--- src/rtl/face_frame_scheduler.sv ---
// face_frame_scheduler: buffers 162-bit cube orientations from the SPI receiver
// and feeds the six 27-bit faces, one at a time, to the WS2812B stream engine.
// After the last face the line is held low for the latch gap, then frame_done
// pulses. An idle held frame is periodically re-sent to recover from glitches.
module face_frame_scheduler #(
    parameter int NUM_FACES      = 6,
    parameter int LATCH_CYCLES   = 2000,
    parameter int REFRESH_CYCLES = 4000000
) (
    input  logic                     clk,
    input  logic                     reset_n,
    input  logic                     orient_valid,
    input  logic [27*NUM_FACES-1:0]  orient_in,
    input  logic                     face_done,
    output logic                     face_start,
    output logic [2:0]               face_sel,
    output logic [26:0]              face_orient,
    output logic                     latch_active,
    output logic                     frame_done,
    output logic                     busy,
    output logic                     pending,
    output logic [7:0]               drop_count
);
    localparam logic [2:0]  LAST_FACE    = 3'(NUM_FACES - 1);
    localparam logic [15:0] LATCH_LAST   = 16'(LATCH_CYCLES - 1);
    localparam bit          REFRESH_EN   = (REFRESH_CYCLES != 0);
    localparam logic [23:0] REFRESH_LAST = REFRESH_EN ? 24'(REFRESH_CYCLES - 1) : 24'd0;

    typedef enum logic [1:0] {IDLE, START, WAIT, LATCH} state_t;
    state_t state, state_nxt;

    logic [NUM_FACES-1:0][26:0] pend_buf;
    logic [NUM_FACES-1:0][26:0] active;
    logic                       have_frame;
    logic [15:0]                latch_cnt;
    logic [23:0]                refresh_cnt;
    logic                       take_pending;
    logic                       refresh_due;

    // Pending data always beats a refresh expiring in the same cycle.
    assign take_pending = (state == IDLE) && pending;
    assign refresh_due  = REFRESH_EN && (state == IDLE) && have_frame && !pending &&
                          (refresh_cnt == REFRESH_LAST);

    // State register.
    always_ff @(posedge clk or negedge reset_n) begin
        if (!reset_n) state <= IDLE;
        else          state <= state_nxt;
    end

    // Next-state decode.
    always_comb begin
        state_nxt = state;
        case (state)
            IDLE:    if (take_pending || refresh_due) state_nxt = START;
            START:   state_nxt = WAIT;
            WAIT:    if (face_done) state_nxt = (face_sel == LAST_FACE) ? LATCH : START;
            LATCH:   if (latch_cnt == LATCH_LAST) state_nxt = IDLE;
            default: state_nxt = IDLE;
        endcase
    end

    // Outputs decoded from registered state; face slice muxed from the active frame.
    always_comb begin
        face_start   = (state == START);
        busy         = (state != IDLE);
        latch_active = (state == LATCH);
        face_orient  = '0;
        for (int k = 0; k < NUM_FACES; k++)
            if (face_sel == 3'(k)) face_orient = active[k];
    end

    // frame_done pulses in the first IDLE cycle after the latch gap.
    always_ff @(posedge clk or negedge reset_n) begin
        if (!reset_n) frame_done <= 1'b0;
        else          frame_done <= (state == LATCH) && (state_nxt == IDLE);
    end

    // Face index: rewound when a frame starts, advanced on each non-final face_done.
    always_ff @(posedge clk or negedge reset_n) begin
        if (!reset_n)
            face_sel <= '0;
        else if (state == IDLE && state_nxt == START)
            face_sel <= '0;
        else if (state == WAIT && face_done && face_sel != LAST_FACE)
            face_sel <= face_sel + 3'd1;
    end

    // Latch gap counter runs only in LATCH and is zero on entry.
    always_ff @(posedge clk or negedge reset_n) begin
        if (!reset_n)              latch_cnt <= '0;
        else if (state == LATCH)   latch_cnt <= latch_cnt + 16'd1;
        else                       latch_cnt <= '0;
    end

    // Refresh timer counts idle cycles while a frame is held; cleared on leaving IDLE.
    always_ff @(posedge clk or negedge reset_n) begin
        if (!reset_n)
            refresh_cnt <= '0;
        else if (state == IDLE && have_frame && state_nxt == IDLE)
            refresh_cnt <= refresh_cnt + 24'd1;
        else
            refresh_cnt <= '0;
    end

    // Pending buffer: latest write wins; an overwrite of unsent data counts a drop,
    // except when IDLE consumes the old value in the same cycle.
    always_ff @(posedge clk or negedge reset_n) begin
        if (!reset_n) begin
            pend_buf   <= '0;
            pending    <= 1'b0;
            drop_count <= '0;
        end else if (orient_valid) begin
            pend_buf <= orient_in;
            pending  <= 1'b1;
            if (pending && !take_pending && drop_count != 8'hFF)
                drop_count <= drop_count + 8'd1;
        end else if (take_pending) begin
            pending <= 1'b0;
        end
    end

    // Active frame only loads from IDLE, so it is frozen while busy.
    always_ff @(posedge clk or negedge reset_n) begin
        if (!reset_n) begin
            active     <= '0;
            have_frame <= 1'b0;
        end else if (take_pending) begin
            active     <= pend_buf;
            have_frame <= 1'b1;
        end
    end

endmodule

--- config.mk ---
export PLATFORM = sky130hd
export DESIGN_NAME = face_frame_scheduler
export DESIGN_NICKNAME = d
export VERILOG_FILES = /design/src/rtl/face_frame_scheduler.sv
export SDC_FILE = /design/constraint.sdc
export NUM_CORES = 1
export LEC_CHECK = 0
export ABC_AREA = 1
export CORE_ASPECT_RATIO = 0.8
export CORE_MARGIN = 5
export CORE_UTILIZATION = 40
export CTS_BUF_LIST = sky130_fd_sc_hd__clkbuf_4 sky130_fd_sc_hd__clkbuf_8
export DETAILED_ROUTE_END_ITERATION = 12
export PLACE_DENSITY_LB_ADDON = 0.12
export SLEW_MARGIN = 20
export SYNTH_ARGS = -nofsm -noshare
export SYNTH_HDL_FRONTEND = slang
export SYNTH_SLANG_ARGS = --single-unit
--- constraint.sdc ---
create_clock -name clk -period 4.23 [get_ports clk]
set_input_delay 0.846 -clock clk [delete_from_list [all_inputs] [get_ports clk]]
set_output_delay 0.846 -clock clk [all_outputs]
set_load 0.02 [all_outputs]
# After elaboration in Yosys (flattened, before gate mapping)
# Index checks and enable logic that the tools add are counted.
# Widths: inputs -> output; s select.
[op_classes]
addsub = 4
n_eq_ne = 13
mux = 17
n_reduce_logical = 21
[op_table]
columns = ["cell", "n"]
rows = [
  ["$mux 27", 6],
  ["$add 24x1->24 const B", 1],
  ["$eq 24x22->1 const B", 1],
  ["$mux 24", 1],
  ["$add 16x1->16 const B", 1],
  ["$eq 16x11->1 const B", 1],
  ["$mux 16", 1],
  ["$logic_and 1x1->1", 11],
  ["$add 8x1->8 const B", 1],
  ["$mux 2", 4],
  ["$ne 8x8->1 const B", 1],
  ["$pmux 2 s4", 1],
  ["$eq 3x2->1 const B", 2],
  ["$eq 3x3->1 const B", 2],
  ["$mux 3", 2],
  ["$reduce_bool 2->1", 3],
  ["$eq 2x1->1 const B", 2],
  ["$eq 2x2->1 const B", 2],
  ["$logic_not 2->1", 2],
  ["$add 3x1->3 const B", 1],
  ["$eq 3x1->1 const B", 1],
  ["$logic_not 3->1", 1],
  ["$ne 3x3->1 const B", 1],
  ["$logic_not 1->1", 2],
  ["3 further kinds", 4],
]
[word_totals]
register_bits = 380
in_bits = 166
wordCells = 75

# Logic depth before layout (Yosys ltp)
[logic_depth]
depth_word = 10
mapped_depth = 11
depth_no_buf = 10

# Least setup slack after synthesis
# OpenSTA, ideal clock, no wires.
[synth_timing]
kind = "flip-flop to output port"
from = "reg face_sel[2]"
to = "out face_orient[10]"
arrival_ns = 1.913
t_required_ns = 3.384
setup_slack_ns = 1.471
stages_incl_launch_ff = 11
n_path_buf = 3
path_cell_list = "dfrtp_1 > inv_2 > buf_2 > ha_1 > buf_2 > clkinv_1 > clkbuf_1 > nand3_1 > nand3_1 > nand3_1 > nand2_1"
[synth_via]
elab_chain_len = 7
[synth_rtl]
columns = ["item", "line_no", "rtl"]
rows = [
  ["start: declaration", "16", "output logic [2:0] face_sel,"],
  ["start signal: assignment", "86", "face_sel <= face_sel + 3'd1;"],
  ["$logic_not 3->1", "70", "if (face_sel == 3'(k)) face_orient = active[k];"],
  ["$mux 27 (5 in a row)", "70", ""],
  ["$mux 27 *", "70", ""],
  ["end: declaration", "17", "output logic [26:0] face_orient,"],
]
# Every way passes the cells marked *; elsewhere a longest branch is shown, timed or not.

# Final worst setup path
[layout_timing]
from = "reg face_sel[0]"
to = "out face_orient[24]"
# Same word-level chain as after synthesis.

==> impl_metrics.json <==
{
  "p_seq_share_pct": 48.6,
  "clock-root-buffer": "clkbuf_8",
  "yosysSeqAreaShare_pct": 56.6,
  "relSlewSlack_pct": 37.5,
  "dieHeight_um": 193,
  "synth_edf_count": 0,
  "critical_path_class": "reg -> out",
  "syn_to_final_growth_pct": 23.3,
  "io_pins": 209,
  "p_total_mw": 7.96,
  "vias": 13500,
  "swShare_pct": 24.6,
  "skew_ns": 0.0299,
  "cts_buffer_depth": 3,
  "grt_setup_unrepaired": "false",
  "yosysWarnings": 0,
  "netlist.top_cell.by_area": "dfrtp_1",
  "p_switching_mw": 1.96,
  "crit_buf_inv": 4,
  "ctsHoldBuffers": 0,
  "worstPathRequired_ns": 3.38,
  "grt_pass1_vias": 13900,
  "path_clk_slew_ns": 0.06,
  "syn-cell-area_mm2": 0.0168,
  "gp_congestion": 0.906,
  "fin_crit_sh_pct": 95.1,
  "finalSetupViolCount": 0,
  "synth_nets": 2167,
  "ys_top_cells_by_area": "dfrtp_1 57%, nand2_1 12%, o21ai_0 10%, inv_1 5.1%, nand3_1 4.6%",
  "outcome": "completed",
  "wl_per_cell_um": 17.9,
  "power.leakage_nw": 9.77,
  "crit_path_start_kind": "register",
  "cts-htree-levels": 3,
  "gr-usage-all-layers_pct": 21.5,
  "ant_nets": 0,
  "powerDensity_mw_per_mm2": 385,
  "fillers": 4024,
  "drtPass1Iterations": 5,
  "grt_pass1_wl_um": 78400,
  "n_antenna_cell": 0,
  "drive_gt1_share_pct": 9.82,
  "start_util_pct": 40.3,
  "intPower_mw": 6.01,
  "coreArea_mm2": 0.0417,
  "grt_max_degree": 242,
  "wirelength_um": 49600,
  "ys.flop_type": "dfrtp_1",
  "grt-ovfl-total": 0,
  "fin_area_mm2": 0.0207,
  "cp_top_family": "buffers and inverters",
  "path_common_cell": "nand3_1",
  "fin_ws_ns": 0.208,
  "place_ws_ns": 0.763,
  "reg2reg_from": "latch_cnt[0]$_DFF_PN0_",
  "hold_viol": 0,
  "placed_cell_area_mm2": 0.0193,
  "async_flop_share_pct": 100,
  "path_cells": "inv_1 > ha_1 > inv_1 > nor2_4 > buf_4 > nand2_1 > nand3_1 > nand3_1 > nand3_1 > nand3_1 > nand2_1 > clkdlybuf4s50_1",
  "die_x_um": 239,
  "maxCapViolCount": 0,
  "reg2regPathDepth": 9,
  "netlist_instances": 1993,
  "clock_latency_ns": 0.62,
  "cts_buffers": 66,
  "port_buffers": 208,
  "power_frac_clock_pct": 43.4,
  "cts_sinks": 380,
  "period_minus_slack_ns": 4.02,
  "vias_per_cell": 4.89,
  "tns_ns": 0,
  "die_area_mm2": 0.0462,
  "crit_fanout": 16,
  "worstMarginPinSlew_ns": 0.938,
  "vdd_ir_drop_max_mv": 0.190,
  "finalMaxSlewViolations": 0,
  "fmax_ghz": 0.249,
  "yosys.cell_types.count": 33,
  "antenna_found_initial": 0,
  "cts_tree": "done",
  "max_stage_delay_ns": 0.61,
  "synth.top_cell.area_share_pct": 56.6,
  "endpoint_kind": "primary output",
  "drtIter0Drc": 993,
  "yosys_register_bits": 380,
  "nets": 2353,
  "drc": 0,
  "dpl.hpwl_um": 35800,
  "cpMaxStageDelayCell": "clkdlybuf4s50_1",
  "min_path_type": "in -> async",
  "synth.avg_cell_area_um2": 8.42,
  "combPwrFrac_pct": 8.1,
  "r2r_setup_slack_ns": 2.24,
  "r2r_end": "refresh_cnt[23]$_DFF_PN0_",
  "cp.arrival_ns": 3.18,
  "num_rows": 67
}
[per-stage QoR]
stage          instances  utilization (%)  hold slack [ns]
3_3_place_gp        2663             46.3            0.452
5_1_grt             2773             49.7            0.205
2_1_floorplan       1993                -            0.435
6_report            2773             49.7            0.199
4_1_cts             2773             49.6            0.188
3_5_place_dp        2663             46.3            0.460
[cells in the mapped netlist, types with 2 or more instances]
master      n
inv_1     230
clkbuf_1   56
nand3b_1    2
nor2_2     22
or2_2      46
nand2_1   532
ha_1        8
buf_6       3
dfrtp_1   380
or2_1       7
xnor2_1     9
buf_2      36
nand4_1     9
inv_2       3
nor2_1    102
buf_1       6
a21oi_1     8
nand2_2     6
nand3_1   153
nor2_4      2
buf_4       5
nor3_1      6
o21ai_0   334
nand3_2     2
xor2_1     18
[cells by family after synthesis]
| logic type | Yosys count | share of synthesized area, % |
|---|---|---|
| AND/OR/NAND/NOR | 893 | 22.9 |
| flip-flops | 380 | 56.6 |
| adder cells (fa/ha/maj) | 8 | 0.596 |
| XOR/XNOR | 27 | 1.41 |
| AO/OA/AOI/OAI | 344 | 10.3 |
| buffers and inverters | 341 | 8.15 |
[how the worst max path moves through the flow]
stage                       startpoint  slack, ns  cells after the start               to
2_1_floorplan  face_sel[2]$_DFFE_PN0P_       1.47                     10  face_orient[10]
3_3_place_gp   face_sel[0]$_DFFE_PN0P_       0.81                      8   face_orient[2]
3_5_place_dp   face_sel[0]$_DFFE_PN0P_       0.76                      8   face_orient[2]
4_1_cts        face_sel[0]$_DFFE_PN0P_       0.08                      8   face_orient[2]
5_1_grt        face_sel[1]$_DFFE_PN0P_       0.01                     12  face_orient[25]
6_report       face_sel[0]$_DFFE_PN0P_       0.21                     12  face_orient[24]
[final cells by class]
cell class / count / area (um2) / share of cell area [%]
Clock buffer: 101 / 1280 / 6.17
Multi-Input combinational cell: 1272 / 5940 / 28.7
Timing Repair Buffer: 225 / 2310 / 11.1
Inverter: 234 / 882 / 4.26
Tap cell: 552 / 691 / 3.34
Sequential cell: 380 / 9510 / 46.0
Clock inverter: 9 / 83.8 / 0.405
[state kept, by name, indices dropped and copies added (netlist names)]
signal	flops
face_sel	3
latch_cnt	16
pend_buf	162
active	162
pending	1
drop_count	8
refresh_cnt	24
state	2
have_frame	1
frame_done	1
[timing repair]
item,4_1_cts,5_1_grt
setup buffers,0,0
setup endpoints to repair,0,25
gates resized for setup,0,4
[power by group through the flow]
stage          Sequential, mW  Combinational [mW]  Clock, mW
6_report                 3.87               0.641       3.46
5_1_grt                  3.88               0.725       3.72
4_1_cts                  3.87               0.657       3.55
3_5_place_dp             3.93               0.654          0
3_3_place_gp             3.93               0.645          0
2_1_floorplan            3.95               0.227          0
[cells in the final DEF (no fill, tap or decap), types with 3 or more instances in the layout]
cell type	count
nand2_1	530
dfrtp_1	380
o21ai_0	334
inv_1	230
clkdlybuf4s50_1	206
nand3_1	153
nor2_1	102
clkbuf_8	84
or2_2	46
nor2_2	21
xor2_1	18
clkbuf_4	18
buf_4	10
nand4_1	9
xnor2_1	9
a21oi_1	8
or2_1	7
ha_1	7
buf_12	7
nor3_1	6
nand2_2	6
inv_2	3
nor2_4	3
clkinvlp_4	3
nand2_4	3
inv_6	3
[layer usage]
layer	track usage, %	part of all wire, %	routed length (um)
met3	5.34	5.9	2910
met2	31.8	43	21500
met5	0	0	0
met4	8.43	4.0	1960
met1	30.7	47	23200
No activity file was read; power rests on OpenSTA's default activity.
